<file path="src/rtl/trig_stamp.sv">
// trig_stamp: stamps rising edges of asynchronous triggers with ref_ts and queues them round-robin into a FIFO
module trig_stamp #(
    parameter int CHANNELS = 4,
    parameter int DEPTH = 16,
    parameter int SYNC_STAGES = 2,
    localparam int CW = (CHANNELS > 1) ? $clog2(CHANNELS) : 1,
    localparam int AW = $clog2(DEPTH)
) (
    input  logic                sampling_clk,
    input  logic                reset,
    input  logic [63:0]         ref_ts,
    input  logic                enable,
    input  logic [CHANNELS-1:0] trig_async,
    output logic                out_valid,
    input  logic                out_ready,
    output logic [63:0]         out_data,
    output logic [CW-1:0]       out_channel,
    output logic [AW:0]         fifo_count,
    output logic [15:0]         drop_count,
    output logic                overflow
);
    localparam int ARM = SYNC_STAGES + 1;
    localparam int ACW = $clog2(ARM + 1);
    localparam int NW = AW + 1;
    logic [CHANNELS-1:0] sync [SYNC_STAGES];
    logic [CHANNELS-1:0] s_prev, rise, take, drop, gnt, pend_v;
    logic [63:0] pend_ts [CHANNELS];
    logic [ACW-1:0] arm_cnt;
    logic armed, gnt_any, pop, can_push;
    logic [CW-1:0] rr_ptr, gnt_idx, cand;
    logic [64+CW-1:0] mem [DEPTH];
    logic [AW-1:0] wr_ptr, rd_ptr;
    logic [16:0] drop_sum;
    assign armed = int'(arm_cnt) == ARM;
    assign rise = sync[SYNC_STAGES-1] & ~s_prev & {CHANNELS{armed}};
    assign out_valid = fifo_count != '0;
    assign pop = out_valid & out_ready;
    assign can_push = !fifo_count[AW] || pop;
    assign {out_channel, out_data} = out_valid ? mem[rd_ptr] : '0;
    assign take = rise & {CHANNELS{enable}} & (~pend_v | gnt);
    assign drop = rise & {CHANNELS{enable}} & pend_v & ~gnt;
    assign drop_sum = {1'b0, drop_count} + 17'($countones(drop));
    always_comb begin
        gnt_any = 1'b0;
        gnt_idx = '0;
        cand = '0;
        for (int i = 0; i < CHANNELS; i++) begin
            cand = CW'((int'(rr_ptr) + i) % CHANNELS);
            if (!gnt_any && can_push && pend_v[cand]) begin
                gnt_any = 1'b1;
                gnt_idx = cand;
            end
        end
        gnt = '0;
        gnt[gnt_idx] = gnt_any;
    end
    always_ff @(posedge sampling_clk or posedge reset) begin
        if (reset) begin
            for (int i = 0; i < SYNC_STAGES; i++) sync[i] <= '0;
            for (int c = 0; c < CHANNELS; c++) pend_ts[c] <= '0;
            s_prev <= '0;
            arm_cnt <= '0;
            pend_v <= '0;
            rr_ptr <= '0;
            wr_ptr <= '0;
            rd_ptr <= '0;
            fifo_count <= '0;
            drop_count <= '0;
            overflow <= 1'b0;
        end else begin
            sync[0] <= trig_async;
            for (int i = 1; i < SYNC_STAGES; i++) sync[i] <= sync[i-1];
            s_prev <= sync[SYNC_STAGES-1];
            if (!armed) arm_cnt <= arm_cnt + ACW'(1);
            pend_v <= take | (pend_v & ~gnt);
            for (int c = 0; c < CHANNELS; c++) if (take[c]) pend_ts[c] <= ref_ts;
            if (gnt_any) begin
                rr_ptr <= (int'(gnt_idx) == CHANNELS - 1) ? '0 : gnt_idx + CW'(1);
                wr_ptr <= wr_ptr + AW'(1);
            end
            if (pop) rd_ptr <= rd_ptr + AW'(1);
            fifo_count <= fifo_count + NW'(gnt_any) - NW'(pop);
            drop_count <= drop_sum[16] ? 16'hFFFF : drop_sum[15:0];
            overflow <= overflow | (|drop);
        end
    end
    always_ff @(posedge sampling_clk) if (gnt_any) mem[wr_ptr] <= {gnt_idx, pend_ts[gnt_idx]};
endmodule

</file>
<file path="config.mk">
export PLATFORM = sky130hd
export DESIGN_NAME = trig_stamp
export DESIGN_NICKNAME = d
export VERILOG_FILES = /design/src/rtl/trig_stamp.sv
export SDC_FILE = /design/constraint.sdc
export NUM_CORES = 1
export LEC_CHECK = 0
export ABC_AREA = 1
export CAP_MARGIN = 40
export CELL_PAD_IN_SITES_DETAIL_PLACEMENT = 2
export CELL_PAD_IN_SITES_GLOBAL_PLACEMENT = 2
export CORE_ASPECT_RATIO = 1.4
export CORE_MARGIN = 3
export CORE_UTILIZATION = 30
export CTS_CLUSTER_DIAMETER = 40
export DETAILED_ROUTE_END_ITERATION = 10
export GPL_ROUTABILITY_DRIVEN = 0
export PLACE_DENSITY = 0.61
export SETUP_SLACK_MARGIN = 0.15
export SLEW_MARGIN = 20
export SYNTH_ARGS = -nofsm -noshare
export SYNTH_HDL_FRONTEND = slang
export SYNTH_SLANG_ARGS = --single-unit
export TNS_END_PERCENT = 30
</file>
<file path="constraint.sdc">
create_clock -name sampling_clk -period 14.9 [get_ports sampling_clk]
set_input_delay 4.47 -clock sampling_clk [delete_from_list [all_inputs] [get_ports sampling_clk]]
set_output_delay 4.47 -clock sampling_clk [all_outputs]
set_load 0.005 [all_outputs]
</file>
Yosys cells after proc, flatten, opt, wreduce, memory -nomap -nowiden:

Memory sizes are Yosys's and may differ from the RTL's.
Cells that the tools add are included.

* register bits after elaboration: 306
* bits in latches: 0
* RAM bits: 1056
* bits in read-only memories: 0
* input port bits: 72
* output and inout bits: 89
* word-level logic and storage cells: 95
* memories: 1

Memories
* mem: words 16, width 66, read ports 1, clocked after memory_dff 0, write ports 1, line 31 `logic [64+CW-1:0] mem [DEPTH];`

* $add $sub $neg: 13
* $mul: 0
* divide/modulo/power cells: 0
* order comparisons: 7
* equal/unequal tests: 2
* shifts and indexed selects: 0
* multiplexer cells: 26
* bitwise logic cells: 16
* reduce and logical (&&, ||, !) cells: 15

Operators by type and width (number)
* $bmux 64 s2: 1
* $mux 64: 2
* $mux 66: 1
* $and 4x4->4: 8
* $add 16x3->17: 1
* $mux 16: 1
* $lt 2x3->1 const B: 5
* $not 4->4: 3
* $mux 1: 11
* $mux 2: 5
* $add 4x1->4 const B: 2
* $bmux 1 s2: 4
* $logic_and 1x1->1: 8
* $or 4x4->4: 2
* $add 2x1->2 const B: 3
* $add 5x1->5: 1
* $reduce_bool 5->1: 1
* $sub 5x1->5: 1
* $add 1x1->2: 2
* $add 2x2->2 const B: 2
* $eq 2x1->1 const B: 2
* $logic_not 1->1: 4
* $reduce_or 4->1: 1
* $add 2x2->3: 1
* 7 further kinds: 7

Depth between registers and ports, before layout:

* word-level depth: 28
* mapped depth: 30
* depth with buffers taken out: 27

Worst setup path after synthesis:

Ideal clock, no wire load.

* path type: input to register
* from: input out_ready
* to: register drop_count[2]
* library setup time: 0.083 ns
* data arrival time: 7.781 ns
* data required time: 14.817 ns
* slack: 7.037 ns
* cell stages on the path: 24
* cell sequence: inv_1 nand2_1 o21ai_1 nor2_1 nand4_1 nand2_2 inv_2 buf_4 buf_2 ha_1 nand2_1 nand3_1 fa_1 fa_1 inv_1 fa_1 nand2_1 nor2_1 nand2_1 inv_1 nand2_1 inv_1 nand3_1 o21ai_0

* longest elaborated chain between the ends: 27

RTL lines
* from (decl): line 15 `input logic out_ready,`
* $and 1x1->1 *: line 37 `assign pop = out_valid & out_ready;`
* $logic_or 1x1->1 *: line 38 `assign can_push = !fifo_count[AW] || pop;`
* $logic_and 1x1->1: line 49 `if (!gnt_any && can_push && pend_v[cand]) begin`
* $mux 1: line 49
* $logic_not 1->1: line 49
* $logic_and 1x1->1 (2 in a row): line 49
* $mux 1: line 49
* $logic_not 1->1: line 49
* (+10 left out)
* $demux 1 s2: line 55 `gnt[gnt_idx] = gnt_any;`
* $and 4x4->4 (no source line) *
* $not 4->4 *: line 41 `assign drop = rise & {CHANNELS{enable}} & pend_v & ~gnt;`
* $and 4x4->4 *: line 41
* $add 1x1->2 (not written as such): line 42 `assign drop_sum = {1'b0, drop_count} + 17'($countones(drop));`
* $add 2x2->3 (not written as such) *: line 42
* $add 16x3->17 *: line 42
* $mux 16 *: line 83 `drop_count <= drop_sum[16] ? 16'hFFFF : drop_sum[15:0];`
* to (signal assigned): line 83
* to (decl): line 19 `output logic [15:0] drop_count,`

Every way passes the cells marked *; elsewhere a longest branch is shown, timed or not.
A chain may end at the register's enable or synchronous reset.

Final worst setup path:

* from: register rd_ptr[0]
* to: output out_data[14]

* longest elaborated chain between the ends: 2

RTL lines
* from (decl): line 32 `logic [AW-1:0] wr_ptr, rd_ptr;`
* from (signal assigned): line 81 `if (pop) rd_ptr <= rd_ptr + AW'(1);`
* $mem_v2 16x66
* $mux 66: line 39 `assign {out_channel, out_data} = out_valid ? mem[rd_ptr] : '0;`
* to (decl): line 16 `output logic [63:0] out_data,`

No other way between the ends.

==> key figures <==
Outcome
  – Outcome: completed

Hold path
  – Worst min-delay path endpoint: sync[3]$_DFF_PP0_
  – Kind of path behind the tightest hold check: flop to flop
  – Cells on Worst Hold Path: 0
  – Startpoint of the lowest-slack hold path: sync[7]$_DFF_PP0_

Die
  – Starting density of the core: 30.3%
  – Total I/O pin count: 161
  – Full die area: 0.189 mm2
  – DIE HEIGHT: 514 um
  – Placeable core region: 0.182 mm2
  – Horizontal die dimension: 369 um
  – Site row count: 185

Clock tree
  – CTS resizes: 0
  – Library cell used as clock root buffer: sky130_fd_sc_hd__clkbuf_16
  – Number of buffers created by CTS: 163
  – Worst-case clock buffer depth: 3
  – Number of H-tree levels: 4
  – Worst skew pair latency: 0.82 ns
  – Clock-pin transition on the worst setup and hold timing paths: 0.06 ns
  – Number of sinks on the clock net: 1,362
  – Setup fix buffers added after clock tree synthesis: 0
  – Hold buffer count at cts: 0
  – CTS tree: done

Worst setup path
  – Crit-path most repeated cell: sky130_fd_sc_hd__buf_4
  – Required time of the critical path: 10.43 ns
  – Cell at the slowest stage of the critical path: sky130_fd_sc_hd__dfrtp_4
  – Depth of the worst register-to-register path: 24
  – Slowest Stage Delay on Critical Path: 0.93 ns
  – End of the worst register-to-register path: drop_count[6]$_DFF_PP0_
  – Crit path from: rd_ptr[0]$_DFFE_PP0P_
  – Arrival time of the worst setup path: 5.82 ns
  – Cells along the critical path: buf_4 -> buf_4 -> buf_4 -> buf_12 -> o21ai_0 -> o221ai_1 -> nand3_1 -> a21oi_1 -> clkdlybuf4s50_1
  – Maximum fanout encountered on the critical timing path: 71
  – Critical path capture point type: output pin
  – Worst-case register-to-register setup slack: 9.66 ns
  – Class of the most critical setup path: flop to output pin
  – Critical Path Start Type: flop
  – Startpoint of the lowest-slack register-to-register path: rr_ptr[0]$_DFFE_PP0P_

Job
  – Max-Cap Viols: 0

Synth
  – Number of instances in the synthesized netlist: 4,613
  – Syn nets: 4,704
  – Cell type with the largest total area after synthesis: sky130_fd_sc_hd__edfxtp_1
  – Synth warnings: 0
  – Syn avg cell area: 12.0 um2
  – FF+latch count, synth: 1,362
  – Top area cells in the synthesized netlist: sky130_fd_sc_hd__edfxtp_1, sky130_fd_sc_hd__dfrtp_1, sky130_fd_sc_hd__o21ai_0, sky130_fd_sc_hd__nor2_1, sky130_fd_sc_hd__nand2_1
  – Part of the Yosys area used for sequential elements: 71.3%
  – Syn Std Cell Area: 0.0552 mm2
  – Yosys top cell area share: 57.4%
  – Number of distinct library cell variants in the gate-level netlist after synthesis: 41

GRT
  – Antenna violations before repair: 8
  – First-pass GRT wire length: 286,000 um
  – GRT Overall Usage: 20.2%
  – GR Overflow Total: 0
  – Number of global-route vias before repair: 42,708
  – Pin count of the biggest net entering global routing: 184

STA
  – Highest Clock Rate: 97.2 MHz
  – Fin. Hold Viols: 0
  – RSZ-0062 raised after global routing: no
  – Final setup violation count: 0
  – Clock Skews: 0.0451 ns
  – Total Neg Setup Slack: 0 ns
  – Relative slew margins: 25.5%
  – Actual slew at the worst max-slew pin: 1.12 ns
  – Share of the cycle needed by the critical path after routing: 69.1%
  – Shortest period the worst path allows: 10.29 ns
  – Number of pins with negative max-slew slack in the final report: 0

Route
  – Detailed-route vias per instance: 5.27
  – DR DRC count: 0
  – Number of optimization iterations in the first detailed-route pass: 5
  – Post-DR wirelength/cell: 26.2 um
  – Antenna-violating nets left: 0
  – Total wirelength of the detailed-routed design: 192,000 um
  – Number of design-rule violations left by the first detailed-router iteration: 2,364
  – Total vias in the final route: 38,554

Cells and area
  – Layout cells sized above 1: 9.83%
  – Area delta synth->final: 19.0%
  – Finished Core Util: 36.1%
  – Post-layout instance area: 0.0657 mm2
  – Non-filler instance count after layout: 7,320
  – Number of nets in the layout: 4,840
  – Number of fillers in the final layout: 18,907

Placement
  – Number of buffers added on ports: 160
  – Placed Instance Area: 0.0600 mm2
  – DPL Wire Length: 106,000 um
  – Number of placed cells counting well taps: 7,008
layout make-up:
class | count | area [um2] | share of cell area (%)
multi-input combinational | 2766 | 13900 | 21.1
sequential | 1362 | 39400 | 59.9
clock inverter | 105 | 1120 | 1.71
timing repair buffer | 314 | 3310 | 5.04
antenna | 7 | 17.5 | 0.0267
tap | 2431 | 3040 | 4.63
clock buffer | 193 | 4370 | 6.65
inverter | 142 | 606 | 0.921
layout by cell type, fill, tap and decap left out, drive strengths merged:
master            n
a21boi            1
a21o              1
a21oi            72
a2bb2oi           2
and3b             1
buf             154
bufinv           16
clkbuf          193
clkdlybuf4s50   160
clkinv           54
clkinvlp         14
dfrtp           306
diode             7
edfxtp         1056
fa                4
ha               15
inv             163
mux2              1
nand2           612
nand3           204
nand3b            1
nand4             6
nor2            617
nor3              6
o211ai          143
o21ai           797
o221ai          185
o22ai            80
or2               3
xnor2             3
xor2             12
state kept, by name, indices dropped and copies added, names as in the netlist:
| name | flops |
|---|---|
| arm_cnt | 2 |
| drop_count | 16 |
| fifo_count | 5 |
| mem | 1056 |
| overflow | 1 |
| pend_ts | 256 |
| pend_v | 4 |
| rd_ptr | 4 |
| rr_ptr | 2 |
| s_prev | 4 |
| sync | 8 |
| wr_ptr | 4 |
worst max-delay path: cells and delay by family, from the launching register on:
kind / cells / cell delay (ns)
buffers and inverters: 5 / 2.80
AOI/OAI and AO/OA: 3 / 0.97
and+or+nand+nor: 1 / 0.11
DFF: 1 / 0.93
Yosys cell counts:
cell type,n
sky130_fd_sc_hd__clkinv_1,2
sky130_fd_sc_hd__inv_4,1
sky130_fd_sc_hd__a21oi_2,1
sky130_fd_sc_hd__nand2_4,2
sky130_fd_sc_hd__o21ai_1,115
sky130_fd_sc_hd__a2bb2oi_1,2
sky130_fd_sc_hd__o21ai_4,1
sky130_fd_sc_hd__clkbuf_2,3
sky130_fd_sc_hd__nor2_2,2
sky130_fd_sc_hd__and3b_1,1
sky130_fd_sc_hd__buf_8,1
sky130_fd_sc_hd__clkbuf_1,243
sky130_fd_sc_hd__buf_6,17
sky130_fd_sc_hd__nor3_1,6
sky130_fd_sc_hd__edfxtp_1,1056
sky130_fd_sc_hd__nand2_2,6
sky130_fd_sc_hd__nor2_1,615
sky130_fd_sc_hd__nand3_2,1
sky130_fd_sc_hd__nand2_1,604
sky130_fd_sc_hd__o21ai_0,681
sky130_fd_sc_hd__o22ai_1,80
sky130_fd_sc_hd__nand4_1,6
sky130_fd_sc_hd__buf_2,58
sky130_fd_sc_hd__a21boi_2,1
sky130_fd_sc_hd__a21o_1,1
sky130_fd_sc_hd__a21oi_1,71
sky130_fd_sc_hd__o211ai_1,143
sky130_fd_sc_hd__xnor2_1,3
sky130_fd_sc_hd__nand3b_4,1
sky130_fd_sc_hd__nand3_1,203
sky130_fd_sc_hd__ha_1,15
sky130_fd_sc_hd__buf_1,11
sky130_fd_sc_hd__o221ai_1,185
sky130_fd_sc_hd__inv_1,135
sky130_fd_sc_hd__xor2_1,12
sky130_fd_sc_hd__or2_2,3
sky130_fd_sc_hd__dfrtp_1,306
sky130_fd_sc_hd__fa_1,4
sky130_fd_sc_hd__buf_4,10
sky130_fd_sc_hd__mux2_2,1
sky130_fd_sc_hd__inv_2,4
metrics by stage:
step	worst slack (ns)	hold WS (ns)
after global placement	5.39	0.335
after CTS	4.39	0.358
after global routing	4.25	0.363
after floorplan	1.97	0.331
after detailed placement	5.18	0.345
final	4.61	0.354
how the worst max path moves through the flow:
stage                              end  slack, ns  cells after the start
6_report                  out_data[14]       4.61                      9
5_1_grt                   out_data[14]       4.25                      9
4_1_cts                   out_data[15]       4.39                      8
3_5_place_dp   drop_count[6]$_DFF_PP0_       5.18                     23
3_3_place_gp   drop_count[2]$_DFF_PP0_       5.39                     23
2_1_floorplan   arm_cnt[0]$_DFFE_PP0P_       1.97                      1
cells by family after synthesis:
kind of cell	count (synthesis)	share of synthesized area, %
buf+inv	485	3.76
flops	1362	71.3
xor+xnor	15	0.238
compound gates	1281	13.7
fa+ha+maj	19	0.485
simple gates	1450	10.5
mux	1	0.0204
routing by layer:
layer / global-route usage [%] / wire length, um
met5: 0 / 60
met4: 5.28 / 4210
met3: 2.88 / 6780
met2: 35.7 / 97100
met1: 25.8 / 83400
Power is not shown: default switching activity piles up to over one toggle a cycle in this logic, so the estimate is an artifact.
